==> config.mk <==
export PLATFORM = sky130hd
export DESIGN_NAME = tdm_demux_1x4_flat
export DESIGN_NICKNAME = d
export VERILOG_FILES = /design/src/rtl/tdm_demux_1x4_if.sv /design/src/rtl/tdm_demux_1x4.sv /design/src/flat_wrapper.sv
export SDC_FILE = /design/constraint.sdc
export NUM_CORES = 1
export LEC_CHECK = 0
export ABC_AREA = 1
export CORE_MARGIN = 1.5
export CORE_UTILIZATION = 49
export CTS_BUF_LIST = sky130_fd_sc_hd__clkbuf_16
export DETAILED_ROUTE_END_ITERATION = 10
export GPL_TIMING_DRIVEN = 0
export PLACE_DENSITY = 0.76
export SLEW_MARGIN = 20
export SYNTH_ARGS = -nofsm -noshare
export SYNTH_HDL_FRONTEND = slang
export SYNTH_SLANG_ARGS = --single-unit
==> constraint.sdc <==
create_clock -name clk -period 1.47 [get_ports clk]
set_input_delay 0.2205 -clock clk [delete_from_list [all_inputs] [get_ports clk]]
set_output_delay 0.2205 -clock clk [all_outputs]
set_load 0.01 [all_outputs]
==> src/rtl/tdm_demux_1x4_if.sv <==
// Signal bundle between the TDM sample source and the 1:4 demultiplexer.
// The master drives the sample stream and the slave returns the rebuilt channels.
interface tdm_demux_1x4_if #(
    parameter int WIDTH = 2
);
    logic [WIDTH-1:0] din;
    logic             din_valid;
    logic             frame_sync;
    logic [WIDTH-1:0] ch_a;
    logic [WIDTH-1:0] ch_b;
    logic [WIDTH-1:0] ch_c;
    logic [WIDTH-1:0] ch_d;
    logic             frame_done;
    logic             sync_err;
    logic             locked;
    logic [1:0]       slot;

    modport master (
        output din, din_valid, frame_sync,
        input  ch_a, ch_b, ch_c, ch_d, frame_done, sync_err, locked, slot
    );

    modport slave (
        input  din, din_valid, frame_sync,
        output ch_a, ch_b, ch_c, ch_d, frame_done, sync_err, locked, slot
    );
endinterface

==> src/rtl/tdm_demux_1x4.sv <==
// Receive side of a 4:1 TDM link: collects slots a..d into shadow registers and
// publishes all four channels together once a complete frame has arrived.
module tdm_demux_1x4 #(
    parameter int WIDTH = 2
) (
    input  logic             clk,
    input  logic             rst_n,
    tdm_demux_1x4_if.slave   bus
);

    typedef enum logic {
        UNLOCKED,
        LOCKED
    } state_t;

    state_t           state_q, state_d;
    logic [1:0]       slot_q, slot_d;
    logic [WIDTH-1:0] shadow_q [3];
    logic [WIDTH-1:0] shadow_d [3];
    logic [WIDTH-1:0] chan_q [4];
    logic [WIDTH-1:0] chan_d [4];
    logic             frame_done_q, frame_done_d;
    logic             sync_err_q, sync_err_d;

    always_ff @(posedge clk) begin
        if (!rst_n) begin
            state_q      <= UNLOCKED;
            slot_q       <= 2'd0;
            shadow_q     <= '{default: '0};
            chan_q       <= '{default: '0};
            frame_done_q <= 1'b0;
            sync_err_q   <= 1'b0;
        end else begin
            state_q      <= state_d;
            slot_q       <= slot_d;
            shadow_q     <= shadow_d;
            chan_q       <= chan_d;
            frame_done_q <= frame_done_d;
            sync_err_q   <= sync_err_d;
        end
    end

    // Slot 3 needs no shadow: its sample goes straight to ch_d on the publish edge.
    always_comb begin
        state_d      = state_q;
        slot_d       = slot_q;
        shadow_d     = shadow_q;
        chan_d       = chan_q;
        frame_done_d = 1'b0;
        sync_err_d   = 1'b0;

        if (bus.din_valid) begin
            unique case (state_q)
                UNLOCKED: begin
                    if (bus.frame_sync) begin
                        shadow_d[0] = bus.din;
                        slot_d      = 2'd1;
                        state_d     = LOCKED;
                    end
                end
                LOCKED: begin
                    if (bus.frame_sync && (slot_q != 2'd0)) begin
                        sync_err_d  = 1'b1;
                        shadow_d[0] = bus.din;
                        slot_d      = 2'd1;
                    end else begin
                        case (slot_q)
                            2'd0: shadow_d[0] = bus.din;
                            2'd1: shadow_d[1] = bus.din;
                            2'd2: shadow_d[2] = bus.din;
                            default: begin
                                chan_d[0]    = shadow_q[0];
                                chan_d[1]    = shadow_q[1];
                                chan_d[2]    = shadow_q[2];
                                chan_d[3]    = bus.din;
                                frame_done_d = 1'b1;
                            end
                        endcase
                        slot_d = slot_q + 2'd1;
                    end
                end
                default: state_d = UNLOCKED;
            endcase
        end
    end

    assign bus.ch_a       = chan_q[0];
    assign bus.ch_b       = chan_q[1];
    assign bus.ch_c       = chan_q[2];
    assign bus.ch_d       = chan_q[3];
    assign bus.frame_done = frame_done_q;
    assign bus.sync_err   = sync_err_q;
    assign bus.locked     = (state_q == LOCKED);
    assign bus.slot       = slot_q;

endmodule

==> src/flat_wrapper.sv <==
// flat-port wrapper written by rule: the top's interface ports become plain ports
module tdm_demux_1x4_flat 
#(
    parameter int WIDTH = 2
)
  (clk, rst_n, bus_din, bus_din_valid, bus_frame_sync, bus_ch_a, bus_ch_b, bus_ch_c, bus_ch_d, bus_frame_done, bus_sync_err, bus_locked, bus_slot);
  tdm_demux_1x4_if #(.WIDTH(WIDTH)) bus_i ();
  input  logic clk;
  input  logic rst_n;
  input wire logic [$bits(bus_i.din)-1:0] bus_din;
  input wire logic [$bits(bus_i.din_valid)-1:0] bus_din_valid;
  input wire logic [$bits(bus_i.frame_sync)-1:0] bus_frame_sync;
  output wire logic [$bits(bus_i.ch_a)-1:0] bus_ch_a;
  output wire logic [$bits(bus_i.ch_b)-1:0] bus_ch_b;
  output wire logic [$bits(bus_i.ch_c)-1:0] bus_ch_c;
  output wire logic [$bits(bus_i.ch_d)-1:0] bus_ch_d;
  output wire logic [$bits(bus_i.frame_done)-1:0] bus_frame_done;
  output wire logic [$bits(bus_i.sync_err)-1:0] bus_sync_err;
  output wire logic [$bits(bus_i.locked)-1:0] bus_locked;
  output wire logic [$bits(bus_i.slot)-1:0] bus_slot;
  assign bus_i.din = bus_din;
  assign bus_i.din_valid = bus_din_valid;
  assign bus_i.frame_sync = bus_frame_sync;
  assign bus_ch_a = bus_i.ch_a;
  assign bus_ch_b = bus_i.ch_b;
  assign bus_ch_c = bus_i.ch_c;
  assign bus_ch_d = bus_i.ch_d;
  assign bus_frame_done = bus_i.frame_done;
  assign bus_sync_err = bus_i.sync_err;
  assign bus_locked = bus_i.locked;
  assign bus_slot = bus_i.slot;
  tdm_demux_1x4 #(.WIDTH(WIDTH)) u_core (.clk(clk), .rst_n(rst_n), .bus(bus_i));
endmodule
## Word level (Yosys, flattened, before mapping)

Index checks and enable logic that the tools add are counted.

| word-level totals | value |
|---|---|
| register bits after elaboration | 19 |
| input bits | 6 |
| output and inout port bits | 13 |

| cells by class | value |
|---|---|
| add/sub/neg operators | 1 |
| eq/ne operators | 4 |
| mux-type cells | 11 |
| bitwise operators | 5 |
| reductions and logical operators | 11 |

Operator list:

| cell | number |
|---|---|
| 4-bit AND reduction | 3 |
| 2-bit two-way mux | 5 |
| 2-bit one-hot mux with 2 select lines | 2 |
| 3-bit AND reduction | 2 |
| 1-bit NOT | 5 |
| 1-bit two-way mux | 4 |
| 4-bit OR reduction | 1 |
| 3-bit != test (second input constant) | 1 |
| 3-bit OR reduction | 1 |
| 2-bit by 1-bit adder with 2-bit output (second input constant) | 1 |
| 2-bit by 1-bit equality test with 1-bit output (second input constant) | 1 |
| 2-bit equality test (second input constant) | 1 |
| 2-bit logical NOT | 1 |
| 2-bit != test (second input constant) | 1 |
| 2-bit AND reduction | 1 |
| 2-bit nonzero test | 1 |
| 1-bit logical AND | 1 |

## Longest topological paths before layout

Gate-level depths: netlist of the first run.

| depth | value |
|---|---|
| word-level depth | 4 |
| mapped depth | 8 |
| depth with buffers taken out | 8 |

## Worst setup path after synthesis of the first run

Ideal clock, no wire load.

| path | value |
|---|---|
| path kind | register to register |
| start | register u_core.slot_q[0], in the netlist u_core.bus.slot[0] |
| end | register u_core.chan_q (netlist bit u_core.bus.ch_a[1]) |
| library setup time | 0.062 ns |
| data arrival time | 1.221 ns |
| path slack | 0.187 ns |
| stages on the path, launching flop included | 9 |
| buffers on the path | 1 |
| cells stage by stage | dfxtp_1 -> inv_1 -> ha_1 -> inv_1 -> nand2_4 -> buf_6 -> nand4_1 -> nand2_1 -> nor2_2 |

| between the ends | value |
|---|---|
| cells in the longest elaborated chain, start to end | 4 |

RTL lines:

| element | RTL line | RTL |
|---|---|---|
| start, declared | tdm_demux_1x4.sv:17 | `logic [1:0] slot_q, slot_d;` |
| start signal, assigned | tdm_demux_1x4.sv:35 | `slot_q <= slot_d;` |
| 2-bit by 1-bit equality test with 1-bit output (tied with other cells) | tdm_demux_1x4.sv:67 | `case (slot_q)` |
| 3-bit OR reduction (no source line) / 1-bit logical AND (equally long branches) | -- |  |
| 1-bit NOT (no source line) | -- |  |
| 4-bit AND reduction (no source line) * | -- |  |
| end signal, assigned | tdm_demux_1x4.sv:37 | `chan_q <= chan_d;` |
| end, declared | tdm_demux_1x4.sv:20 | `logic [WIDTH-1:0] chan_q [4];` |

Mark *: on every way between the ends. The rest lies on a longest branch, timed or not.
A chain may end at the register's enable or synchronous reset.

## Worst setup path in the final report of the first run

| path | value |
|---|---|
| start | register u_core.state_q, in the netlist u_core.bus.locked |
| end | output bus_locked |

RTL lines:

| element | RTL line | RTL |
|---|---|---|
| start, declared | tdm_demux_1x4.sv:16 | `state_t state_q, state_d;` |
| start signal, assigned | tdm_demux_1x4.sv:34 | `state_q <= state_d;` |
| end, declared | flat_wrapper.sv:19 | `output wire logic [$bits(bus_i.locked)-1:0] bus_locked;` |

No word-level cell between the ends.

==> run_results.csv, run 1 <==
group,metric,value,unit
yosys,synth_top_family_by_area,"simple AND/OR/NAND/NOR gates",
yosys,synth.mux.area_fraction,0,%
power_and_ir_drop,switching_power,0.2872,mW
placed_design,io_buffer_count,17,
worst_setup_path,slowest_stage,"clkdlybuf4s50_1",
min_path,hold_path_end,"u_core.shadow_q[3]",
clock_tree,cts_root_buf,"clkbuf_16",
cells_and_area,syn2layout_area_growth,29.33,%
run,cap_violations,0,
global_route,antenna_found_initial,0,
yosys,synthSimpleGateAreaFrac,34.11,%
cells_and_area,antennaDiodeCount,0,
power_and_ir_drop,clockPowerShare,44.2,%
timing,finalSetupViolCount,0,
cells_and_area,drive_gt1_share,14.10,%
timing,hold_violations,0,
power_and_ir_drop,p_per_area,990.7,nW/µm²
power_and_ir_drop,p_leak,0.5843,nW
worst_setup_path,critical_path_required,1250,ps
worst_setup_path,crit_family,"buffers and inverters",
yosys,synth-xor-area-share,0,%
yosys,yosysTopAreaCellShare,39.28,%
yosys,ys_ff_latch,19,
timing,slew_headroom,86.65,%
drt,drt_iter0_drc,10,
drt,route.detailed.drc,0,
yosys,yosysWarnings,0,
worst_setup_path,path_max_fanout,4,
power_and_ir_drop,seqPwrFrac,43.8,%
timing,setup_ws,57.70,ps
placed_design,hpwl,1.265,mm
drt,antenna_left,0,
worst_setup_path,r2r_slack,160,ps
die,die_w,47.46,µm
placed_design,placement.setup.worst_slack,76.60,ps
die,fp-row-count,15,
global_route,grt_pass1_wl,2.932,mm
yosys,yosys.cell_count.top_type,"inv_1",
outcome,status,"complete, no violations",
worst_setup_path,r2r-end,"u_core.bus.ch_d[1]",
worst_setup_path,critPathArrivalTime,1190,ps
clock_tree,htreeDepth,1,
power_and_ir_drop,comb_power_share,11.9,%
timing,tightest_slew,199.7,ps
die,core_area,1783,µm²
yosys,synth_compound_area_share,4.134,%
yosys,synth_fa_ha_area_share,5.168,%
yosys,synth_area_leaders,"dfxtp_1, inv_1, nand2_1",
yosys,synth-edff-count,0,
drt,vias,843,
timing,min_period_over_period,96.08,%
timing,maxSlewViolCount,0,
drt,drt-total-wl,1.821,mm
cells_and_area,final_nets,167,
timing,fin_setup_tns,0,ps
placed_design,placed_cell_area,1170,µm²
global_route,first_global_vias,698,
yosys,ys_top_cells_by_count,"inv_1, nand2_1, dfxtp_1, nand4_1, nor2_2",
cells_and_area,finalInstanceArea,1252,µm²
power_and_ir_drop,netSwitchingFraction,23.15,%
worst_setup_path,critPathKind,"flop to output port",
global_route,grt_util_all_layers,18.99,%
timing,rsz0062_at_grt,"false",
yosys,yosysTopAreaCell,"dfxtp_1",
worst_setup_path,path_depth,1,
clock_tree,tritoncts,"built",
yosys,yosys.cell_types.count,18,
clock_tree,cts_made_buffers,3,
worst_setup_path,reg2regPathDepth,8,
worst_setup_path,max_stage_delay,560,ps
power_and_ir_drop,irDropWorstVdd,681.1,µV
yosys,async_reset_ff_share,0,%
yosys,synth.avg_cell_area,7.174,µm²
yosys,synth_top_flop_cell,"dfxtp_1",
clock_tree,clk_pin_slew,50,ps
clock_tree,insertion_delay,250,ps
global_route,overflow,0,
worst_setup_path,r2r-start,"u_core.bus.slot[1]",
timing,layout_min_cycle_time,1412,ps
worst_setup_path,path_cells,"clkdlybuf4s50_1",
placed_design,gp_congestion,0.8124,
global_route,grt_max_degree,11,
worst_setup_path,worstSetupStartpointType,"flop",
worst_setup_path,path_buf_inv,1,
worst_setup_path,endpoint_kind,"output port",
die,die_y,47.46,µm
drt,dr.pass1.iters,4,
power_and_ir_drop,power.internal,0.9535,mW
timing,fmax,0.7081,GHz
min_path,min-delay-start,"rst_n",
timing,fin_skew,3.351,ps
power_and_ir_drop,total_power,1.241,mW
die,initial_core_util,54.32,%
yosys,synth_fp_nets,145,
die,die_area,2252,µm²
die,io_pins,19,
drt,routed_via_density,4.657,
timing,timing.hold.ws,263.8,ps
drt,post_drt_wl_per_cell,10.06,µm
yosys,syn_inst,135,
min_path,hold_path.class,"input pin to flop",
min_path,hold_path_depth,3,
yosys,ys_seq_area_share,39.28,%
clock_tree,clock_path_buffers,2,
yosys,syn_area,968.4,µm²
clock_tree,cts_sinks,19,
power by group through the flow:
stage / registers (mW) / logic (mW) / clock network, mW
after floorplan: 0.555 / 0.0960 / 0
after global routing: 0.546 / 0.164 / 0.589
final: 0.544 / 0.148 / 0.549
after detailed placement: 0.554 / 0.148 / 0
after CTS: 0.543 / 0.149 / 0.560
after global placement: 0.553 / 0.144 / 0
tightest hold or removal path, stage by stage:
cell and delay [ps]:
buf_2 140, nand2_1 70, nor2_1 30
flip-flops by register name, summed over array words and instances (netlist names):
| signal | count |
|---|---|
| u_core.bus.sync_err | 1 |
| u_core.bus.ch_c | 2 |
| u_core.bus.ch_a | 2 |
| u_core.shadow_q | 6 |
| u_core.bus.slot | 2 |
| u_core.bus.frame_done | 1 |
| u_core.bus.ch_d | 2 |
| u_core.bus.ch_b | 2 |
| u_core.bus.locked | 1 |
cells by family (layout without fill, tap and decap cells):
kind of cell | after synthesis | after routing
AND/OR/NAND/NOR | 65 | 65
buffers and inverters | 39 | 60
flip-flops | 19 | 19
AO/OA/AOI/OAI | 8 | 8
adder cells (fa/ha/maj) | 4 | 4
how the worst max path moves through the flow:
stage	from	endpoint
6_report	u_core.bus.locked	bus_locked
4_1_cts	u_core.bus.slot[0]	bus_slot[0]
3_3_place_gp	bus_din_valid	u_core.bus.ch_a[0]
3_5_place_dp	bus_din_valid	u_core.bus.ch_a[0]
5_1_grt	u_core.bus.locked	bus_locked
2_1_floorplan	u_core.bus.slot[0]	u_core.bus.ch_a[1]
routing by layer:
metal	vias to the layer above	routed length, µm	share of wire [%]	GRT usage [%]
li1	450	-	-	-
met1	368	856	47	24.19
met2	18	847	47	29.19
met3	7	58	3.2	4.151
met4	0	58	3.2	11.67
met5	-	0	0	0
area by class of cell:
type / instances / area, µm²
multi-input cells: 77 / 420.4
plain buffers: 5 / 37.54
inverters: 34 / 130.1
flip-flops and latches: 19 / 381.6
clock inverters: 1 / 3.754
clock buffers: 3 / 75.07
fillers: 149 / 530.5
well taps: 25 / 31.28
repair buffers: 17 / 172.7
cells in the final DEF, fill, tap and decap left out:
cell type / n
nor3_1: 1
a21oi_1: 6
ha_1: 4
o21ai_0: 2
buf_2: 3
dfxtp_2: 1
nand3_4: 1
nand2_2: 2
inv_1: 34
buf_6: 2
nor2_2: 8
inv_4: 1
dlymetal6s2s_1: 1
nand3_1: 5
nand4_1: 12
nand2_1: 27
or2_1: 1
nand2_4: 1
dfxtp_1: 18
nor2_1: 7
clkbuf_16: 3
clkdlybuf4s50_1: 16
through the flow:
stage          util, %  cells
3_5_place_dp     65.61    177
6_report         70.25    181
4_1_cts          70.04    181
5_1_grt          70.25    181
3_3_place_gp     65.61    177
2_1_floorplan        -    135
timing repair:
item | 4_1_cts | 5_1_grt
setup endpoints to repair | 0 | 9
resized for setup | 0 | 2
hold buffers | 0 | 0
buffers inserted | 0 | 0
Power figures use the tool's default switching activity.
==> run 2, diff against run 1 <==
--- a/config.mk
+++ b/config.mk
@@ -6,7 +6,6 @@
 export NUM_CORES = 1
 export LEC_CHECK = 0
 export ABC_AREA = 1
-export CORE_MARGIN = 1.5
 export CORE_UTILIZATION = 49
 export CTS_BUF_LIST = sky130_fd_sc_hd__clkbuf_16
 export DETAILED_ROUTE_END_ITERATION = 10
==> run 2 against run 1 <==
Critical path depth is the same. Critical path type unchanged. Highest routed layer unchanged. Fmax is essentially flat. Worst hold slack gained 6.7 ps.
==> run_results.csv, run 2 (synthesized netlist as in run 1, its figures left out) <==
group,metric,value,unit
worst_setup_path,slowest_stage,"clkdlybuf4s50_1",
drt,route.detailed.drc,0,
clock_tree,htreeDepth,1,
cells_and_area,mostFrequentLayoutCells,"inv_1, nand2_1, dfxtp_1",
global_route,grt_max_degree,12,
power_and_ir_drop,p_leak,0.5670,nW
worst_setup_path,path_cells,"clkdlybuf4s50_1",
global_route,overflow,0,
timing,fin_setup_tns,0,ps
die,fp-row-count,15,
die,io_pins,19,
timing,timing.hold.ws,270.6,ps
clock_tree,insertion_delay,250,ps
cells_and_area,largest_register_ffs,6,
outcome,status,"complete, no violations",
timing,maxSlewViolCount,0,
timing,setup_ws,57.75,ps
cells_and_area,drive_gt1_share,14.74,%
drt,vias,841,
worst_setup_path,max_stage_delay,560,ps
global_route,antenna_found_initial,0,
timing,hold_violations,0,
clock_tree,clock_path_buffers,2,
placed_design,gp_congestion,0.8148,
cells_and_area,final_common_cell,"inv_1",
die,die_area,2158,µm²
worst_setup_path,path_max_fanout,5,
global_route,grt_util_all_layers,19.69,%
run,cap_violations,0,
cells_and_area,final_nets,167,
die,die_w,46.46,µm
die,die_y,46.46,µm
drt,drt-total-wl,1.775,mm
worst_setup_path,critPathArrivalTime,1190,ps
drt,routed_via_density,4.646,
placed_design,placement.setup.worst_slack,94.55,ps
placed_design,dp.cells,177,
timing,finalSetupViolCount,0,
worst_setup_path,crit_family,"buffers and inverters",
drt,dr.pass1.iters,4,
drt,antenna_left,0,
cells_and_area,antennaDiodeCount,0,
placed_design,placed_cell_area,1170,µm²
timing,min_period_over_period,96.07,%
timing,tightest_slew,199.6,ps
clock_tree,tritoncts,"built",
placed_design,hpwl,1.236,mm
clock_tree,cts-hold-fix-buffers,0,
placed_design,io_buffer_count,17,
clock_tree,clk_pin_slew,50,ps
worst_setup_path,path_buf_inv,1,
global_route,grt_pass1_wl,2.980,mm
drt,post_drt_wl_per_cell,9.807,µm
timing,layout_min_cycle_time,1412,ps
timing,slew_headroom,86.69,%
cells_and_area,syn2layout_area_growth,29.20,%
power_and_ir_drop,p_per_area,992.4,nW/µm²
clock_tree,cts_root_buf,"clkbuf_16",
die,initial_core_util,54.32,%
cells_and_area,finalInstanceArea,1251,µm²
worst_setup_path,critPathKind,"flop to output port",
cells_and_area,largest_register,"u_core.shadow_q",
worst_setup_path,endpoint_kind,"output port",
worst_setup_path,critical_path_required,1250,ps
timing,fin_skew,3.385,ps
die,core_area,1783,µm²
power_and_ir_drop,irDropWorstVdd,724.5,µV
cells_and_area,stdcell_count,181,
timing,rsz0062_at_grt,"false",
clock_tree,cts_made_buffers,3,
timing,fmax,0.7081,GHz
worst_setup_path,worstSetupStartpointType,"flop",
min_path,hold_path.class,"input pin to flop",
drt,drt_iter0_drc,13,
global_route,first_global_vias,678,
clock_tree,cts_sinks,19,
run 2: final timing paths:
kind | startpoint | endpoint | slack [ps] | depth (start not counted)
max reg2reg | u_core.bus.slot[1] | u_core.bus.ch_a[1] | 160 | 8
min | rst_n | u_core.shadow_q[3] | 270 | 3
max | u_core.bus.slot[1] | bus_slot[1] | 60 | 1
min reg2reg | u_core.bus.slot[0] | u_core.bus.slot[0] | 490 | 1
run 2: per-layer routing:
| metal | vias up | track usage (%) | share of wire [%] |
|---|---|---|---|
| met5 | - | 0 | 0 |
| met4 | 0 | 10.59 | 1.3 |
| met3 | 4 | 3.529 | 3.4 |
| met2 | 16 | 28.61 | 45 |
| met1 | 362 | 27.21 | 51 |
| li1 | 459 | - | - |
run 2: worst register-to-register path, cell delays in order, from the launching register on:
cell and delay (ps):
dfxtp_1 390, inv_1 80, ha_1 190, inv_1 110
nand2_4 100, buf_6 160, nand4_1 80, nand2_1 70
nor2_2 70
run 2: power by group:
group	switching (mW)	internal, mW	total [mW]
clock	0.185	0.364	0.550
sequential	0.0126	0.531	0.544
combinational	0.0872	0.0612	0.148
run 2: metrics by stage:
stage                     power (mW)  util (%)
final                          1.242     70.18
after global routing           1.301     70.18
after CTS                      1.250     70.18
after detailed placement      0.7001     65.61
after global placement        0.6976     65.61
after floorplan               0.6514         -
run 2: what timing repair did:
| action | CTS | global route |
|---|---|---|
| setup endpoints to repair | 1 | 0 |
| gates resized for setup | 1 | 0 |
| setup buffers | 0 | 0 |
run 2: cell type report:
cell class              instances  area (µm²)
plain buffers                   5       37.54
repair buffers                 17       170.2
fillers                       139       531.8
well taps                      25       31.28
clock buffers                   3       75.07
clock inverters                 1       5.005
multi-input cells              77       420.4
flip-flops and latches         19       381.6
inverters                      34       130.1
==> run 3, diff against run 2 <==
--- a/config.mk
+++ b/config.mk
@@ -15,3 +15,4 @@
 export SYNTH_ARGS = -nofsm -noshare
 export SYNTH_HDL_FRONTEND = slang
 export SYNTH_SLANG_ARGS = --single-unit
+export TNS_END_PERCENT = 100
==> results of run 3 <==
Same layout as run 2: the final DEF is identical, and so are final timing and power.
==> patch 1: new RTL, config.mk and constraints of run 1 <==
`WIDTH` is set to 2 in 3 places; all go to 4.
--- a/src/rtl/tdm_demux_1x4_if.sv
+++ b/src/rtl/tdm_demux_1x4_if.sv
@@ -1,7 +1,7 @@
 // Signal bundle between the TDM sample source and the 1:4 demultiplexer.
 // The master drives the sample stream and the slave returns the rebuilt channels.
 interface tdm_demux_1x4_if #(
-    parameter int WIDTH = 2
+    parameter int WIDTH = 4
 );
     logic [WIDTH-1:0] din;
     logic             din_valid;
--- a/src/rtl/tdm_demux_1x4.sv
+++ b/src/rtl/tdm_demux_1x4.sv
@@ -1,7 +1,7 @@
 // Receive side of a 4:1 TDM link: collects slots a..d into shadow registers and
 // publishes all four channels together once a complete frame has arrived.
 module tdm_demux_1x4 #(
-    parameter int WIDTH = 2
+    parameter int WIDTH = 4
 ) (
     input  logic             clk,
     input  logic             rst_n,
--- a/src/flat_wrapper.sv
+++ b/src/flat_wrapper.sv
@@ -1,7 +1,7 @@
 // flat-port wrapper written by rule: the top's interface ports become plain ports
 module tdm_demux_1x4_flat 
 #(
-    parameter int WIDTH = 2
+    parameter int WIDTH = 4
 )
   (clk, rst_n, bus_din, bus_din_valid, bus_frame_sync, bus_ch_a, bus_ch_b, bus_ch_c, bus_ch_d, bus_frame_done, bus_sync_err, bus_locked, bus_slot);
   tdm_demux_1x4_if #(.WIDTH(WIDTH)) bus_i ();
Interface: changed (5 resized); port bits go from 19 to 29. The function was not compared with the original's and may differ.
==> patch 1 against run 1 <==
Final cell count increased by 55%. Total power up 68%. Sequential cell count grew 14. Routed wire length is 78% higher. Die area up 53%. Sequential power up 71%. Area after synthesis grew 56%. Register-to-register slack got worse by 70 ps. Worst setup slack better by 3.5 ps. Design area increased by 63%. Hold slack improved by 20 ps. Critical endpoint is now bus_slot[0]. First-iteration DRC count rose to 4.0 times the old value. Sequential share of layout area rose by 2.2 points.
==> patch 1: results (changes against run 1) <==
| Metric | Value |
|---|---|
| Clock latency on the worst-skew pair | `270 ps (was 250 ps)` |
| I/O Buffers | `27 (was 17)` |
| Setup Slack @ Placement | `-44.1 ps (was 76.6 ps)` |
| Final weighted congestion in routability-driven placement | `0.799 (was 0.812)` |
| Proportion of layout cells with a drive suffix above 1 | `0.145 (was 0.141)` |
| # nets final | `260 (was 167)` |
| HPWL after detailed placement | `2130 um (was 1270 um)` |
| Unique masters post-synth | `19 (was 18)` |
| First-pass GRT wire length | `5240 um (was 2930 um)` |
| Required @ worst endpoint | `1250 ps (about the same)` |
| Run status | `finished clean (unchanged)` |
| Largest voltage drop on the vdd net | `898 uV (was 681 uV)` |
| Ranking of synthesized cells by instance count | `sky130_fd_sc_hd__nand2_1, sky130_fd_sc_hd__nor2_1, sky130_fd_sc_hd__dfxtp_1, sky130_fd_sc_hd__inv_1, sky130_fd_sc_hd__nand3_1 (was sky130_fd_sc_hd__inv_1, sky130_fd_sc_hd__nand2_1, sky130_fd_sc_hd__dfxtp_1, sky130_fd_sc_hd__nand4_1, sky130_fd_sc_hd__nor2_2)` |
| Vias in the first global route | `1203 (was 698)` |
| Final-layout fill cell count | `238 (was 149)` |
| Number of placed instances with taps included | `268 (was 177)` |
| Max H-tree Level | `2 (was 1)` |
| Net Count, Synth | `222 (was 145)` |
| Worst-case headroom to the max-slew limit | `0.704 (was 0.866)` |
| Routed length per instance | `11.6 um (was 10.1 um)` |
| Placement-stage cell area | `1820 sq um (was 1170 sq um)` |
| Highest cell delay on the worst timing path | `540 ps (was 560 ps)` |
| Flip-flop count of the largest register after layout | `12 (was 6)` |
| Clock skew | `4.87 ps (was 3.35 ps)` |
| Aggregate routed wire length | `3250 um (was 1820 um)` |
| Leakage | `0.904 nW (was 0.584 nW)` |
| Post-synthesis sequential area ratio | `0.436 (was 0.393)` |
| Number of DRC violations after detailed-routing iteration 0 | `40 (was 10)` |
| Total CTS buffers | `5 (was 3)` |
| Diode insertion count for antenna repair | `0 (unchanged)` |
[patch 1: worst paths after layout]
| path | startpoint | endpoint | slack (ps) | cells past startpoint |
|---|---|---|---|---|
| worst max-delay path | u_core.bus.slot[0] | bus_slot[0] | 60 | 1 |
| worst min register to register | u_core.bus.ch_d[3] | u_core.bus.ch_d[3] | 460 | 2 |
| worst min-delay path | rst_n | u_core.bus.ch_b[1] | 280 | 3 |
| worst max register to register | u_core.bus.slot[0] | u_core.bus.ch_d[0] | 90 | 9 |
[patch 1: area by class of cell]
type	count	area, sq um	share of cell area
timing repair buffer	31	323	0.158
tap	31	38.8	0.0190
clock inverter	3	12.5	0.00614
multi-input combinational	136	676	0.331
buffer	9	77.6	0.0381
sequential	33	666	0.327
clock buffer	5	125	0.0614
inverter	32	120	0.0589
[patch 1: kinds of logic after synthesis]
kind of cell,share of synthesized area
and+or+nand+nor,0.377
DFF,0.436
adders and majority gates,0.0330
AOI/OAI and AO/OA,0.0264
buffers and inverters,0.128
[patch 1: repair_timing]
action / CTS / global route
endpoints found under the setup margin: 19 / 20
hold buffers: 0 / 0
pin swaps: 0 / 2
endpoints found under the hold margin: 0 / 0
setup buffers: 0 / 3
gates cloned: 0 / 1
resized for setup: 1 / 13
[patch 1: layer usage]
metal  share of wire  GRT usage  vias up  wire length (um)
li1                -          -      724                 -
met4          0.0086     0.0877        0                28
met2            0.47      0.326       25              1530
met3           0.032     0.0396        4               104
met5               0          0        -                 0
met1            0.49      0.252      629              1580
[patch 1: power by group]
group	switching, mW	internal, mW
registers	0.0144	0.915
clock network	0.349	0.610
logic	0.117	0.0787
==> patch 2: new RTL, flow settings as in run 1 <==
Made on the original files. Reset style: asynchronous (`rst_n`), changed in one clocked block.
--- a/src/rtl/tdm_demux_1x4.sv
+++ b/src/rtl/tdm_demux_1x4.sv
@@ -22,7 +22,7 @@
     logic             frame_done_q, frame_done_d;
     logic             sync_err_q, sync_err_d;
 
-    always_ff @(posedge clk) begin
+    always_ff @(posedge clk or negedge rst_n) begin
         if (!rst_n) begin
             state_q      <= UNLOCKED;
             slot_q       <= 2'd0;
Check against the original RTL: differs if rst_n is asserted again (counterexample within 4 cycles, from zero or initial values and one cycle with rst_n low); with rst_n held inactive, the same outputs for 10 cycles.
==> patch 2 against run 1 <==
The run now ends with DRC left. Count of clock-buffer cells in the layout stayed put. Design area fell by 8.7%. Non-clock buffer count fell by 1. Clock skew down 2.1 ps. Hold slack improved by 190 ps. Routed wire length down 12%. Worst setup slack worse by 19 ps. Sequential cell count did not move. Area after synthesis down 12%. Critical path type unchanged. Critical endpoint unchanged.
Power is not compared: it rests on default switching activity, and its combinational part moved more than twofold at a synthesized area within 25%.
==> patch 2: results (changes against run 1) <==
| Metric | Value |
|---|---|
| Number of iterations in the first detailed-routing pass | `7 (was 4)` |
| Aggregate global-route resource usage | `0.187 (was 0.190)` |
| Max H-tree Level | `1 (unchanged)` |
| Net Count, Synth | `101 (was 145)` |
| Vias in the first global route | `633 (was 698)` |
| Aggregate routed wire length | `1600 um (was 1820 um)` |
| Worst reg2reg path startpoint | `u_core.bus.slot[0] (was u_core.bus.slot[1])` |
| Terminus of the critical flop-to-flop path | `u_core.bus.slot[1] (was u_core.bus.ch_d[1])` |
| Transition time at the pin with the least slew margin | `830 ps (was 200 ps)` |
| Hold Path Class | `in2async (was in2reg)` |
| Final weighted congestion in routability-driven placement | `0.767 (was 0.812)` |
| Number of vias after detailed routing | `668 (was 843)` |
| Clock skew | `1.22 ps (was 3.35 ps)` |
| Unique masters post-synth | `13 (was 18)` |
| Total CTS buffers | `3 (unchanged)` |
| Number of DRC violations after detailed-routing iteration 0 | `8 (was 10)` |
| Violations in the final reports | `DRC` |
| Ranking of synthesized cells by instance count | `sky130_fd_sc_hd__nand2_1, sky130_fd_sc_hd__dfrtp_1, sky130_fd_sc_hd__nand3_1, sky130_fd_sc_hd__inv_1 (was sky130_fd_sc_hd__inv_1, sky130_fd_sc_hd__nand2_1, sky130_fd_sc_hd__dfxtp_1, sky130_fd_sc_hd__nand4_1, sky130_fd_sc_hd__nor2_2)` |
| R2R Setup Slk | `140 ps (was 160 ps)` |
| # nets final | `126 (was 167)` |
| Worst R2R Path Depth | `7 (was 8)` |
| Post-synthesis sequential area ratio | `0.560 (was 0.393)` |
| DRC Markers | `1 (was 0)` |
| Final TNS setup | `0 ps (unchanged)` |
| Largest net degree at the start of global routing | `20 (was 11)` |
| Proportion of layout cells with a drive suffix above 1 | `0.104 (was 0.141)` |
| Cell types with the largest area share after synthesis | `sky130_fd_sc_hd__dfrtp_1, sky130_fd_sc_hd__nand2_1, sky130_fd_sc_hd__nand3_1 (was sky130_fd_sc_hd__dfxtp_1, sky130_fd_sc_hd__inv_1, sky130_fd_sc_hd__nand2_1)` |
| Proportion of synthesized flip-flops having asynchronous set or reset | `1.00 (was 0)` |
| First-pass GRT wire length | `2660 um (was 2930 um)` |
| Run status | `finished, violations left (was finished clean)` |
| Top FF cell, synth | `sky130_fd_sc_hd__dfrtp_1 (was sky130_fd_sc_hd__dfxtp_1)` |
-- patch 2: changes by cell type after synthesis, sizes merged, moves of 6 or more --
cell   before  now
a21oi       6    0
dfrtp       0   19
dfxtp      19    0
inv        34    7
nand2      30   38
nand3       6   13
nand4      12    4
nor2       15    2
-- patch 2: how the worst max path moves through the flow --
stage,start,end,cells past startpoint
final,u_core.bus.locked,bus_locked,1
after global routing,u_core.bus.locked,bus_locked,1
after CTS,u_core.bus.slot[0],bus_slot[0],1
after detailed placement,bus_din_valid,u_core.bus.ch_d[0],6
after global placement,bus_din_valid,u_core.bus.ch_c[1],6
after floorplan,u_core.bus.slot[0],u_core.bus.ch_a[0],7
-- patch 2: repair_timing --
action                                  in CTS  in global routing
buffers inserted                             1                  1
resized for setup                            0                  1
pin swaps                                    0                  0
endpoints found under the setup margin       1                  2
-- patch 2: cell families (layout without fill, tap and decap cells) --
group	count (synthesis)	after routing	synth area share
compound gates	3	3	0.0177
simple gates	57	57	0.323
flops	19	19	0.560
buf+inv	8	32	0.0398
fa+ha+maj	4	4	0.0590
-- patch 2: per-stage QoR --
step	area [sq um]	setup WS, ps	util	std cells	hold WS [ps]
floorplan	848	166	-	91	-75.1
global placement	1050	95.4	0.673	125	453
detailed placement	1050	71.8	0.673	125	457
CTS	1130	6.00	0.728	130	471
global route	1140	1.35	0.734	131	491
finish	1140	38.8	0.734	131	452
-- patch 2: cell type report --
type / count / area, sq um
Sequential cell: 19 / 477
Fill cell: 130 / 415
Buffer: 1 / 7.51
Tap cell: 16 / 20.0
Clock inverter: 1 / 3.75
Clock buffer: 3 / 75.1
Inverter: 7 / 26.3
Multi-Input combinational cell: 64 / 339
Timing Repair Buffer: 20 / 195
-- patch 2: routing by layer --
| layer | vias up | routed length, um | GRT usage |
|---|---|---|---|
| met5 | - | 0 | 0 |
| met4 | 0 | 22 | 0.0727 |
| met3 | 4 | 62 | 0.0367 |
| met2 | 15 | 777 | 0.319 |
| met1 | 308 | 733 | 0.232 |
| li1 | 341 | - | - |
-- patch 2: power breakdown --
part | switching (mW) | total, mW | internal, mW
combinational | 0.411 | 0.825 | 0.414
sequential | 0.122 | 0.849 | 0.727
clock | 0.176 | 0.537 | 0.361
total | 0.708 | 2.21 | 1.50
